`config.mk`:
```
export PLATFORM = sky130hd
export DESIGN_NAME = sprite_compositor_flat
export DESIGN_NICKNAME = d
export VERILOG_FILES = /design/src/rtl/sprite_compositor_if.sv /design/src/rtl/sprite_compositor.sv /design/src/flat_wrapper.sv
export SDC_FILE = /design/constraint.sdc
export NUM_CORES = 1
export LEC_CHECK = 0
export ABC_AREA = 0
export CELL_PAD_IN_SITES_DETAIL_PLACEMENT = 0
export CELL_PAD_IN_SITES_GLOBAL_PLACEMENT = 1
export CORE_MARGIN = 1
export CORE_UTILIZATION = 40
export CTS_BUF_LIST = sky130_fd_sc_hd__clkbuf_8
export CTS_CLUSTER_SIZE = 12
export DETAILED_ROUTE_END_ITERATION = 10
export GPL_TIMING_DRIVEN = 1
export PLACE_DENSITY_LB_ADDON = 0.1
export SYNTH_ARGS = -nofsm -noshare
export SYNTH_HDL_FRONTEND = slang
export SYNTH_SLANG_ARGS = --single-unit
export TNS_END_PERCENT = 1
```
`constraint.sdc`:
```
create_clock -name clk_i -period 5.26 [get_ports clk_i]
set_input_delay 0.526 -clock clk_i [delete_from_list [all_inputs] [get_ports clk_i]]
set_output_delay 0.526 -clock clk_i [all_outputs]
set_load 0.05 [all_outputs]
```
`src/rtl/sprite_compositor_if.sv`:
```
// Pixel/sprite bus between the game-state/VGA timing side and the sprite compositor.
interface sprite_compositor_if #(
    parameter int unsigned NumSprites = 5
);
    logic                       frame_start;
    logic                       bright;
    logic [9:0]                 h_count;
    logic [9:0]                 v_count;
    logic [2:0]                 block_type;
    logic [20*NumSprites-1:0]   sprite_pos;
    logic [12*NumSprites-1:0]   sprite_size;
    logic [12*NumSprites-1:0]   sprite_rgb;
    logic [NumSprites-1:0]      sprite_enable;
    logic [NumSprites-1:0]      sprite_flash;
    logic [11:0]                rgb;
    logic [7:0]                 frame_count;

    modport master (
        output frame_start, bright, h_count, v_count, block_type,
        output sprite_pos, sprite_size, sprite_rgb, sprite_enable, sprite_flash,
        input  rgb, frame_count
    );

    modport slave (
        input  frame_start, bright, h_count, v_count, block_type,
        input  sprite_pos, sprite_size, sprite_rgb, sprite_enable, sprite_flash,
        output rgb, frame_count
    );
endinterface

```
`src/rtl/sprite_compositor.sv`:
```
// Two-stage sprite-over-tile pixel compositor with per-frame shadowed sprite state.
// Optional hit-flash blink timers are built when SPRITE_COMPOSITOR_FLASH_EN is defined.
module sprite_compositor #(
    parameter int unsigned NumSprites  = 5,
    parameter int unsigned FlashFrames = 60,
    parameter int unsigned BlinkShift  = 2,
    parameter logic [11:0] BgRgb       = 12'hFFF,
    parameter logic [11:0] FgRgb       = 12'h00F,
    parameter logic [11:0] SlabRgb     = 12'h0F0,
    parameter logic [11:0] DoorRgb     = 12'h630
) (
    input logic                clk_i,
    input logic                reset_i,
    sprite_compositor_if.slave bus_io
);

    logic [20*NumSprites-1:0] pos_q;
    logic [12*NumSprites-1:0] size_q;
    logic [12*NumSprites-1:0] col_q;
    logic [NumSprites-1:0]    en_q;
    logic [7:0]               frame_cnt_q;
    logic [NumSprites-1:0]    hidden;
    logic [NumSprites-1:0]    hit;

    always_ff @(posedge clk_i) begin
        if (reset_i) begin
            pos_q       <= '0;
            size_q      <= '0;
            col_q       <= '0;
            en_q        <= '0;
            frame_cnt_q <= '0;
        end else if (bus_io.frame_start) begin
            pos_q       <= bus_io.sprite_pos;
            size_q      <= bus_io.sprite_size;
            col_q       <= bus_io.sprite_rgb;
            en_q        <= bus_io.sprite_enable;
            frame_cnt_q <= frame_cnt_q + 8'd1;
        end
    end

    assign bus_io.frame_count = frame_cnt_q;

`ifdef SPRITE_COMPOSITOR_FLASH_EN
    localparam int unsigned FlashW = $clog2(FlashFrames + 1);

    logic [NumSprites-1:0][FlashW-1:0] flash_q, flash_d;

    // A new request outranks the per-frame decrement.
    always_comb begin
        flash_d = flash_q;
        hidden  = '0;
        for (int i = 0; i < int'(NumSprites); i++) begin
            if (bus_io.sprite_flash[i]) begin
                flash_d[i] = FlashW'(FlashFrames);
            end else if (bus_io.frame_start && (flash_q[i] != '0)) begin
                flash_d[i] = flash_q[i] - FlashW'(1);
            end
            hidden[i] = (flash_q[i] != '0) && frame_cnt_q[BlinkShift];
        end
    end

    always_ff @(posedge clk_i) begin
        if (reset_i) begin
            flash_q <= '0;
        end else begin
            flash_q <= flash_d;
        end
    end
`else
    logic unused_flash;
    assign unused_flash = ^{bus_io.sprite_flash, 8'(BlinkShift), 8'(FlashFrames)};
    assign hidden       = '0;
`endif

    // Bounds are 11 bits wide so a sprite past column/row 1023 clips instead of wrapping.
    for (genvar g = 0; g < NumSprites; g++) begin : g_hit
        logic [10:0] x_lo, y_lo, x_hi, y_hi;
        logic [5:0]  w, h;
        assign x_lo = {1'b0, pos_q[20*g+10 +: 10]};
        assign y_lo = {1'b0, pos_q[20*g +: 10]};
        assign w    = size_q[12*g+6 +: 6];
        assign h    = size_q[12*g +: 6];
        assign x_hi = x_lo + 11'(w);
        assign y_hi = y_lo + 11'(h);
        assign hit[g] = en_q[g] && !hidden[g] && (w != '0) && (h != '0) &&
                        ({1'b0, bus_io.h_count} >= x_lo) && ({1'b0, bus_io.h_count} < x_hi) &&
                        ({1'b0, bus_io.v_count} >= y_lo) && ({1'b0, bus_io.v_count} < y_hi);
    end

    logic [11:0] spr_rgb;
    always_comb begin
        spr_rgb = '0;
        for (int i = int'(NumSprites) - 1; i >= 0; i--) begin
            if (hit[i]) spr_rgb = col_q[12*i +: 12];
        end
    end

    logic [4:0]  v_off;
    logic        tile_hit;
    logic [11:0] tile_rgb;
    assign v_off = bus_io.v_count[4:0] - 5'd3;  // low bits of (v_count - 35)

    always_comb begin
        tile_hit = 1'b0;
        tile_rgb = '0;
        case (bus_io.block_type)
            3'd1: begin
                tile_hit = 1'b1;
                tile_rgb = FgRgb;
            end
            3'd2: begin
                tile_hit = (v_off <= 5'd15);
                tile_rgb = SlabRgb;
            end
            3'd3: begin
                tile_hit = 1'b1;
                tile_rgb = DoorRgb;
            end
            default: ;
        endcase
    end

    // Stage 1 also captures the winning sprite colour so a frame_start latch one
    // cycle later cannot recolour a pixel already in flight.
    logic [NumSprites-1:0] hit_s1_q;
    logic [11:0]           spr_rgb_s1_q;
    logic                  tile_hit_s1_q;
    logic [11:0]           tile_rgb_s1_q;
    logic                  bright_s1_q;
    logic [11:0]           rgb_q, rgb_d;

    always_ff @(posedge clk_i) begin
        if (reset_i) begin
            hit_s1_q      <= '0;
            spr_rgb_s1_q  <= '0;
            tile_hit_s1_q <= 1'b0;
            tile_rgb_s1_q <= '0;
            bright_s1_q   <= 1'b0;
        end else begin
            hit_s1_q      <= hit;
            spr_rgb_s1_q  <= spr_rgb;
            tile_hit_s1_q <= tile_hit;
            tile_rgb_s1_q <= tile_rgb;
            bright_s1_q   <= bus_io.bright;
        end
    end

    always_comb begin
        rgb_d = BgRgb;
        if (!bright_s1_q) begin
            rgb_d = '0;
        end else if (|hit_s1_q) begin
            rgb_d = spr_rgb_s1_q;
        end else if (tile_hit_s1_q) begin
            rgb_d = tile_rgb_s1_q;
        end
    end

    always_ff @(posedge clk_i) begin
        if (reset_i) begin
            rgb_q <= '0;
        end else begin
            rgb_q <= rgb_d;
        end
    end

    assign bus_io.rgb = rgb_q;

endmodule

```
`src/flat_wrapper.sv`:
```
// flat-port wrapper written by rule: the top's interface ports become plain ports
module sprite_compositor_flat 
#(
    parameter int unsigned NumSprites  = 5,
    parameter int unsigned FlashFrames = 60,
    parameter int unsigned BlinkShift  = 2,
    parameter logic [11:0] BgRgb       = 12'hFFF,
    parameter logic [11:0] FgRgb       = 12'h00F,
    parameter logic [11:0] SlabRgb     = 12'h0F0,
    parameter logic [11:0] DoorRgb     = 12'h630
)
  (clk_i, reset_i, bus_io_frame_start, bus_io_bright, bus_io_h_count, bus_io_v_count, bus_io_block_type, bus_io_sprite_pos, bus_io_sprite_size, bus_io_sprite_rgb, bus_io_sprite_enable, bus_io_sprite_flash, bus_io_rgb, bus_io_frame_count);
  sprite_compositor_if #(.NumSprites(NumSprites)) bus_io_i ();
  input logic clk_i;
  input logic reset_i;
  input wire logic [$bits(bus_io_i.frame_start)-1:0] bus_io_frame_start;
  input wire logic [$bits(bus_io_i.bright)-1:0] bus_io_bright;
  input wire logic [$bits(bus_io_i.h_count)-1:0] bus_io_h_count;
  input wire logic [$bits(bus_io_i.v_count)-1:0] bus_io_v_count;
  input wire logic [$bits(bus_io_i.block_type)-1:0] bus_io_block_type;
  input wire logic [$bits(bus_io_i.sprite_pos)-1:0] bus_io_sprite_pos;
  input wire logic [$bits(bus_io_i.sprite_size)-1:0] bus_io_sprite_size;
  input wire logic [$bits(bus_io_i.sprite_rgb)-1:0] bus_io_sprite_rgb;
  input wire logic [$bits(bus_io_i.sprite_enable)-1:0] bus_io_sprite_enable;
  input wire logic [$bits(bus_io_i.sprite_flash)-1:0] bus_io_sprite_flash;
  output wire logic [$bits(bus_io_i.rgb)-1:0] bus_io_rgb;
  output wire logic [$bits(bus_io_i.frame_count)-1:0] bus_io_frame_count;
  assign bus_io_i.frame_start = bus_io_frame_start;
  assign bus_io_i.bright = bus_io_bright;
  assign bus_io_i.h_count = bus_io_h_count;
  assign bus_io_i.v_count = bus_io_v_count;
  assign bus_io_i.block_type = bus_io_block_type;
  assign bus_io_i.sprite_pos = bus_io_sprite_pos;
  assign bus_io_i.sprite_size = bus_io_sprite_size;
  assign bus_io_i.sprite_rgb = bus_io_sprite_rgb;
  assign bus_io_i.sprite_enable = bus_io_sprite_enable;
  assign bus_io_i.sprite_flash = bus_io_sprite_flash;
  assign bus_io_rgb = bus_io_i.rgb;
  assign bus_io_frame_count = bus_io_i.frame_count;
  sprite_compositor #(.NumSprites(NumSprites), .FlashFrames(FlashFrames), .BlinkShift(BlinkShift), .BgRgb(BgRgb), .FgRgb(FgRgb), .SlabRgb(SlabRgb), .DoorRgb(DoorRgb)) u_core (.clk_i(clk_i), .reset_i(reset_i), .bus_io(bus_io_i));
endmodule
```
======== Word level (Yosys, flattened, before mapping) ========
Cells that the tools add are included.
cells by class
  $add $sub $neg .......................... 12
  magnitude comparators ................... 21
  equality and inequality tests ........... 3
  multiplexer cells ....................... 9
  bitwise logic cells ..................... 1
  reduce and logical (&&, ||, !) cells .... 43
operators with widths
  kind                 number
  $add 10x6->11        10
  $lt 10x11->1         10
  $ge 10x10->1         10
  $mux 12              7
  $reduce_bool 6->1    10
  $pmux 11 s3          1
  $logic_and 1x1->1    30
  $add 8x1->8 const B  1
  $eq 3x2->1 const B   2
  $le 5x4->1 const B   1
  $reduce_or 5->1      1
  $sub 5x2->5 const B  1
  $reduce_or 2->1      2
  $eq 3x1->1 const B   1
  $pmux 1 s2           1
  $not 1->1            1
word-level totals
  bits in registers ....................... 276
  input port bits ......................... 257
  output and inout bits ................... 20
  logic and storage cells ................. 100

======== Depth between registers and ports, before layout ========
  depth in word-level cells ............... 12
  gate-level depth with buffers ........... 20
  gate-level depth less buffers ........... 18

======== Worst setup path after synthesis ========
No wires, ideal clock.
  path kind ............................... register -> register
  start point ............................. reg u_core.size_q[0]
  end point ............................... reg u_core.spr_rgb_s1_q[10]
  library setup time ...................... 0.122 ns
  arrival ................................. 3.640 ns
  data required time ...................... 5.138 ns
  setup slack ............................. 1.499 ns
  stages on the path, launching flop included .. 18
  buffers on the path ..................... 1
  clock period less this slack ............ 3.761 ns
  path through ............................ dfxtp_1 > ha_1 > fa_1 > a211oi_1 > o21bai_1 > a21oi_1 > nor3_1 > xnor2_1 > ha_1 > or4_1 > a221oi_1 > o21ai_0 > o311ai_0 > a41o_1 > a41o_1 > buf_2 > a221oi_1 > a221o_1
on the way
  longest elaborated chain between the ends .. 7
  elaborated cells between the ends (all ways) .. 9
RTL lines
  element                                                                line                      text
  start, declared                                                        sprite_compositor.sv:18   logic [12*NumSprites-1:0] size_q;
  start signal, assigned                                                 sprite_compositor.sv:34   size_q <= bus_io.sprite_size;
  parallel branches: the longest is 5 deep, another holds $add 10x6->11  n/a
  $logic_and 1x1->1 (*)                                                  sprite_compositor.sv:87   ({1'b0, bus_io.v_count} >= y_lo) && ({1'b0, bus_io.v_count} < y_hi);
  $mux 12 (*)                                                            sprite_compositor.sv:94   if (hit[i]) spr_rgb = col_q[12*i +: 12];
  end signal, assigned                                                   sprite_compositor.sv:141  spr_rgb_s1_q <= spr_rgb;
  end, declared                                                          sprite_compositor.sv:126  logic [11:0] spr_rgb_s1_q;
Mark *: on every way between the ends.
A chain may end at the register's enable or synchronous reset.

======== Final worst setup path ========
  start point ............................. reg u_core.size_q[24]
  end point ............................... reg u_core.spr_rgb_s1_q[5]
on the way
  longest elaborated chain between the ends .. 9
  elaborated cells between the ends (all ways) .. 11
RTL lines
  element                                                                line
  parallel branches: the longest is 5 deep, another holds $add 10x6->11  n/a
  $logic_and 1x1->1 (*)                                                  sprite_compositor.sv:87
  $mux 12 (*) (3 in a row)                                               sprite_compositor.sv:94
Marks and branches as above.

==> summary by stage <==
Floorplanning
The full die area is 43200 um2. The I/O pin count is 277. Row generation in the floorplan step produced 75 rows.

The initial cell density of the core is 0.405. The die height is 208 um. The horizontal die dimension is 208 um. In this run the standard cell core region covers 41900 um2.

Timing
The max-slew violation count came to 0. Setup repair after global routing left no endpoint under its margin. The worst hold slack is 361 ps. Setup violations remaining at the end of the flow were counted as 0.

The portion of the clock cycle consumed by the worst path in the final layout is 0.886. Measured against its own limit, the worst slew margin works out to 0.283. The number of endpoints with negative hold slack in the final report is 0. The shortest period the worst path allows is 4660 ps. The clock arrives with 20.0 ps of skew. The top achievable clock speed is 215 MHz. The transition at the pin with the smallest max-transition slack is 1070 ps. The setup total negative slack is 0 ps.

Route
The per-cell via count in the routed design is 5.17. The iteration count of the initial detailed-routing pass is 4. The detail-routed net length per standard cell is 17.8 um. The remaining routing DRC violations is 0. The post-detailed-routing wire length is 48600 um. The final antenna-violating net count is 0. After the first detailed-routing iteration, the DRC count stood at 573. The routed layout has 14.1k vias.

Yosys
The post-synthesis cell count is 1877. The number of different library cells used by synthesis comes to 55. The number of synthesized flops with an enable pin is 0. The number of nets handed over by synthesis was 2397. The share of synthesized area in the top cell type comes to 0.316. A synthesized cell averages 9.04 um2. Ranked by total cell area, the synthesized netlist is headed by sky130_fd_sc_hd__dfxtp_1, sky130_fd_sc_hd__ha_1, sky130_fd_sc_hd__mux2i_1. The dominant synthesized flop cell is sky130_fd_sc_hd__dfxtp_1. The share of synthesized area occupied by flip-flops and latches is 0.316.

The cell type with the highest aggregate area in the netlist is sky130_fd_sc_hd__dfxtp_1. Yosys printed 0 warnings. The count of state elements after synthesis is 268.

The post-synthesis async set-or-reset flop share is 0. The cell area after technology mapping is 17000 um2.

Power and ir drop
The worst supply voltage drop on vdd is 0.180 mV. The completed layout was analyzed and its total power is 5.41 mW. In this run the power density over the cells is 254 nW/um2. The static leakage is 9.46 nW.

Hold path
The class of the tightest hold or removal check is input pin to register.

Worst setup path
The arrival time of data at the critical path endpoint is 5180 ps. The startpoint kind of the worst setup timing path is a register. The critical path data required time is 5780 ps.

The type of the worst setup path is register to register. STA classifies the critical path endpoint as a register. In this run the worst path has a maximum fanout of 12.

Global route
The global-route wire length before repair is 77100 um. The total congestion overflow is 0. The initial antenna violation count came to 5.

Entering global routing, the biggest net connects 102 pins. The overall global routing resource usage is 0.225. The via count of the first global-routing pass is 14.2k.

Clock network
TritonCTS built the clock tree. After clock tree synthesis, the clock-pin slew on the worst setup and hold paths is 60 ps. Buffers inserted during clock tree synthesis total 49. Buffers inserted to repair hold after CTS numbered 0. In this run the post-CTS setup repair buffer count came out at 0. The number of clock sinks is 268. Gates resized during post-CTS repair numbered 0.

The latest clock arrival within the worst-skew pair is 640 ps. The clock passes through at most 3 buffers. CTS built an H-tree with a depth of 2. In this run the clock root is driven by a sky130_fd_sc_hd__clkbuf_8.

Cells and area
The share of post-route cells with drive strength above 1 is 0.0469. Measured on the finished design, the core utilization comes to 0.510. The number of nets in the layout is 2684. The synthesis-to-finish area growth is 25.7%. The finished cells cover 21300 um2.

Placement
Port buffering added 271 buffers. The congestion estimate from routability-driven global placement came to 0.870. The placed wire-length estimate after detailed placement is 37400 um.

The placement-stage cell area is 20300 um2.

Outcome
The flow ran to the end, and the final reports show no timing, DRC or antenna violations.

Run
The number of max-cap violations is 0.
## metal layers
| metal | GRT usage | vias to the layer above | part of all wire |
|---|---|---|---|
| met5 | 0 | - | 0.0013 |
| met4 | 0.0838 | 8 | 0.031 |
| met3 | 0.0398 | 89 | 0.042 |
| met2 | 0.372 | 270 | 0.46 |
| met1 | 0.293 | 6550 | 0.47 |
| li1 | - | 7223 | - |
## through the flow
step / instances / worst slack [ps]
finish: 2736 / 598
floorplan: 1877 / 1500
CTS: 2734 / 626
global route: 2735 / 263
global placement: 2652 / 695
detailed placement: 2652 / 668
## Yosys cell counts (3+ instances only)
library cell / number
sky130_fd_sc_hd__clkbuf_1: 33
sky130_fd_sc_hd__xor2_1: 19
sky130_fd_sc_hd__nor2b_1: 23
sky130_fd_sc_hd__inv_1: 134
sky130_fd_sc_hd__o21ai_0: 68
sky130_fd_sc_hd__a21oi_1: 81
sky130_fd_sc_hd__or4_1: 13
sky130_fd_sc_hd__nor2_1: 337
sky130_fd_sc_hd__xnor2_1: 58
sky130_fd_sc_hd__o21bai_1: 17
sky130_fd_sc_hd__nand2_1: 28
sky130_fd_sc_hd__nor3_1: 20
sky130_fd_sc_hd__a22oi_1: 3
sky130_fd_sc_hd__o31a_1: 3
sky130_fd_sc_hd__fa_1: 10
sky130_fd_sc_hd__or3_1: 8
sky130_fd_sc_hd__a211oi_1: 11
sky130_fd_sc_hd__a31oi_1: 6
sky130_fd_sc_hd__a21o_1: 22
sky130_fd_sc_hd__o31ai_1: 8
sky130_fd_sc_hd__a2111oi_0: 8
sky130_fd_sc_hd__o2111ai_1: 5
sky130_fd_sc_hd__nor4b_1: 12
sky130_fd_sc_hd__nor4_1: 6
sky130_fd_sc_hd__o21a_1: 25
sky130_fd_sc_hd__buf_1: 27
sky130_fd_sc_hd__and3_1: 4
sky130_fd_sc_hd__buf_2: 5
sky130_fd_sc_hd__nand2b_1: 23
sky130_fd_sc_hd__ha_1: 253
sky130_fd_sc_hd__a221oi_1: 14
sky130_fd_sc_hd__a221o_1: 12
sky130_fd_sc_hd__dfxtp_1: 268
sky130_fd_sc_hd__nand4_1: 11
sky130_fd_sc_hd__o211ai_1: 13
sky130_fd_sc_hd__nor3b_1: 3
sky130_fd_sc_hd__nand3_1: 20
sky130_fd_sc_hd__mux2i_1: 238
sky130_fd_sc_hd__a211o_1: 3
## worst max-delay path, cell delays in order (launching register included)
cell                        delay, ps
sky130_fd_sc_hd__dfxtp_1          360
sky130_fd_sc_hd__ha_1             180
sky130_fd_sc_hd__inv_1             50
sky130_fd_sc_hd__fa_1             390
sky130_fd_sc_hd__nand2b_1         180
sky130_fd_sc_hd__a21oi_1          150
sky130_fd_sc_hd__o21ai_0          130
sky130_fd_sc_hd__nand2_1          130
sky130_fd_sc_hd__nand3_1          110
sky130_fd_sc_hd__xnor2_1          150
sky130_fd_sc_hd__ha_1             290
sky130_fd_sc_hd__a2111oi_0        420
sky130_fd_sc_hd__o21ai_0          150
sky130_fd_sc_hd__a41oi_1          180
sky130_fd_sc_hd__o31ai_1          230
sky130_fd_sc_hd__nor2_1           770
sky130_fd_sc_hd__a221oi_1         350
sky130_fd_sc_hd__a221o_1          330
## cell usage in the layout (no fill, tap or decap), types with 6 or more instances in the layout
cell | Yosys | routed
sky130_fd_sc_hd__o31ai_1 | 8 | 8
sky130_fd_sc_hd__clkdlybuf4s50_1 | 0 | 269
sky130_fd_sc_hd__o21a_1 | 25 | 25
sky130_fd_sc_hd__o211ai_1 | 13 | 13
sky130_fd_sc_hd__a2111oi_0 | 8 | 8
sky130_fd_sc_hd__xor2_1 | 19 | 19
sky130_fd_sc_hd__dfxtp_1 | 268 | 268
sky130_fd_sc_hd__a221oi_1 | 14 | 14
sky130_fd_sc_hd__buf_4 | 0 | 30
sky130_fd_sc_hd__ha_1 | 253 | 253
sky130_fd_sc_hd__clkbuf_8 | 0 | 61
sky130_fd_sc_hd__nor2b_1 | 23 | 23
sky130_fd_sc_hd__or3_1 | 8 | 8
sky130_fd_sc_hd__mux2i_1 | 238 | 238
sky130_fd_sc_hd__or4_1 | 13 | 13
sky130_fd_sc_hd__inv_1 | 134 | 149
sky130_fd_sc_hd__a31oi_1 | 6 | 6
sky130_fd_sc_hd__o21ai_0 | 68 | 68
sky130_fd_sc_hd__nor4_1 | 6 | 6
sky130_fd_sc_hd__nor3_1 | 20 | 20
sky130_fd_sc_hd__nand3_1 | 20 | 20
sky130_fd_sc_hd__a221o_1 | 12 | 12
sky130_fd_sc_hd__nor4b_1 | 12 | 12
sky130_fd_sc_hd__xnor2_1 | 58 | 58
sky130_fd_sc_hd__nor2_1 | 337 | 337
sky130_fd_sc_hd__nand2_1 | 28 | 28
sky130_fd_sc_hd__fa_1 | 10 | 10
sky130_fd_sc_hd__nand2b_1 | 23 | 23
sky130_fd_sc_hd__a21oi_1 | 81 | 81
sky130_fd_sc_hd__a211oi_1 | 11 | 11
sky130_fd_sc_hd__a21o_1 | 22 | 22
sky130_fd_sc_hd__nand4_1 | 11 | 11
sky130_fd_sc_hd__o21bai_1 | 17 | 17
## sequential cells by signal, indices dropped and copies added (netlist names), 5 cells and up
register                   count
u_core.bus_io.frame_count      8
u_core.bus_io.rgb             12
u_core.col_q                  60
u_core.en_q                    5
u_core.hit_s1_q                5
u_core.pos_q                 100
u_core.size_q                 60
u_core.spr_rgb_s1_q           12
## logic make-up (layout without fill, tap and decap cells)
| group | after synthesis | in the layout | share of synthesized area |
|---|---|---|---|
| simple gates | 512 | 512 | 0.135 |
| flops | 268 | 268 | 0.316 |
| mux | 238 | 238 | 0.140 |
| buf+inv | 200 | 518 | 0.0451 |
| xor+xnor | 77 | 77 | 0.0398 |
| fa+ha+maj | 263 | 263 | 0.198 |
| other cells | 0 | 2 | 0 |
| compound gates | 319 | 319 | 0.125 |
## where the power goes
group          leakage, nW  internal [mW]  switching [mW]
clock network        0.561           1.10           0.916
logic                 6.69          0.577           0.584
registers             2.21           2.14          0.0963
total                 9.46           3.82            1.60
## worst paths after layout
kind / startpoint / end / slack [ps] / depth (start not counted)
setup / recovery: u_core.size_q[24] / u_core.spr_rgb_s1_q[5] / 600 / 17
hold / removal: reset_i / u_core.bright_s1_q / 360 / 2
setup reg to reg: u_core.size_q[24] / u_core.spr_rgb_s1_q[5] / 600 / 17
hold reg to reg: u_core.spr_rgb_s1_q[1] / u_core.bus_io.rgb[1] / 440 / 1
## area by class of cell
class | instances | area [um2]
fillers | 3942 | 20500
multi-input cells | 1409 | 10800
flip-flops and latches | 268 | 5370
repair buffers | 302 | 2960
clock buffers | 61 | 840
well taps | 539 | 674
inverters | 134 | 503
clock inverters | 21 | 140
diodes | 2 | 5.00
No activity file was read; power rests on OpenSTA's default activity.
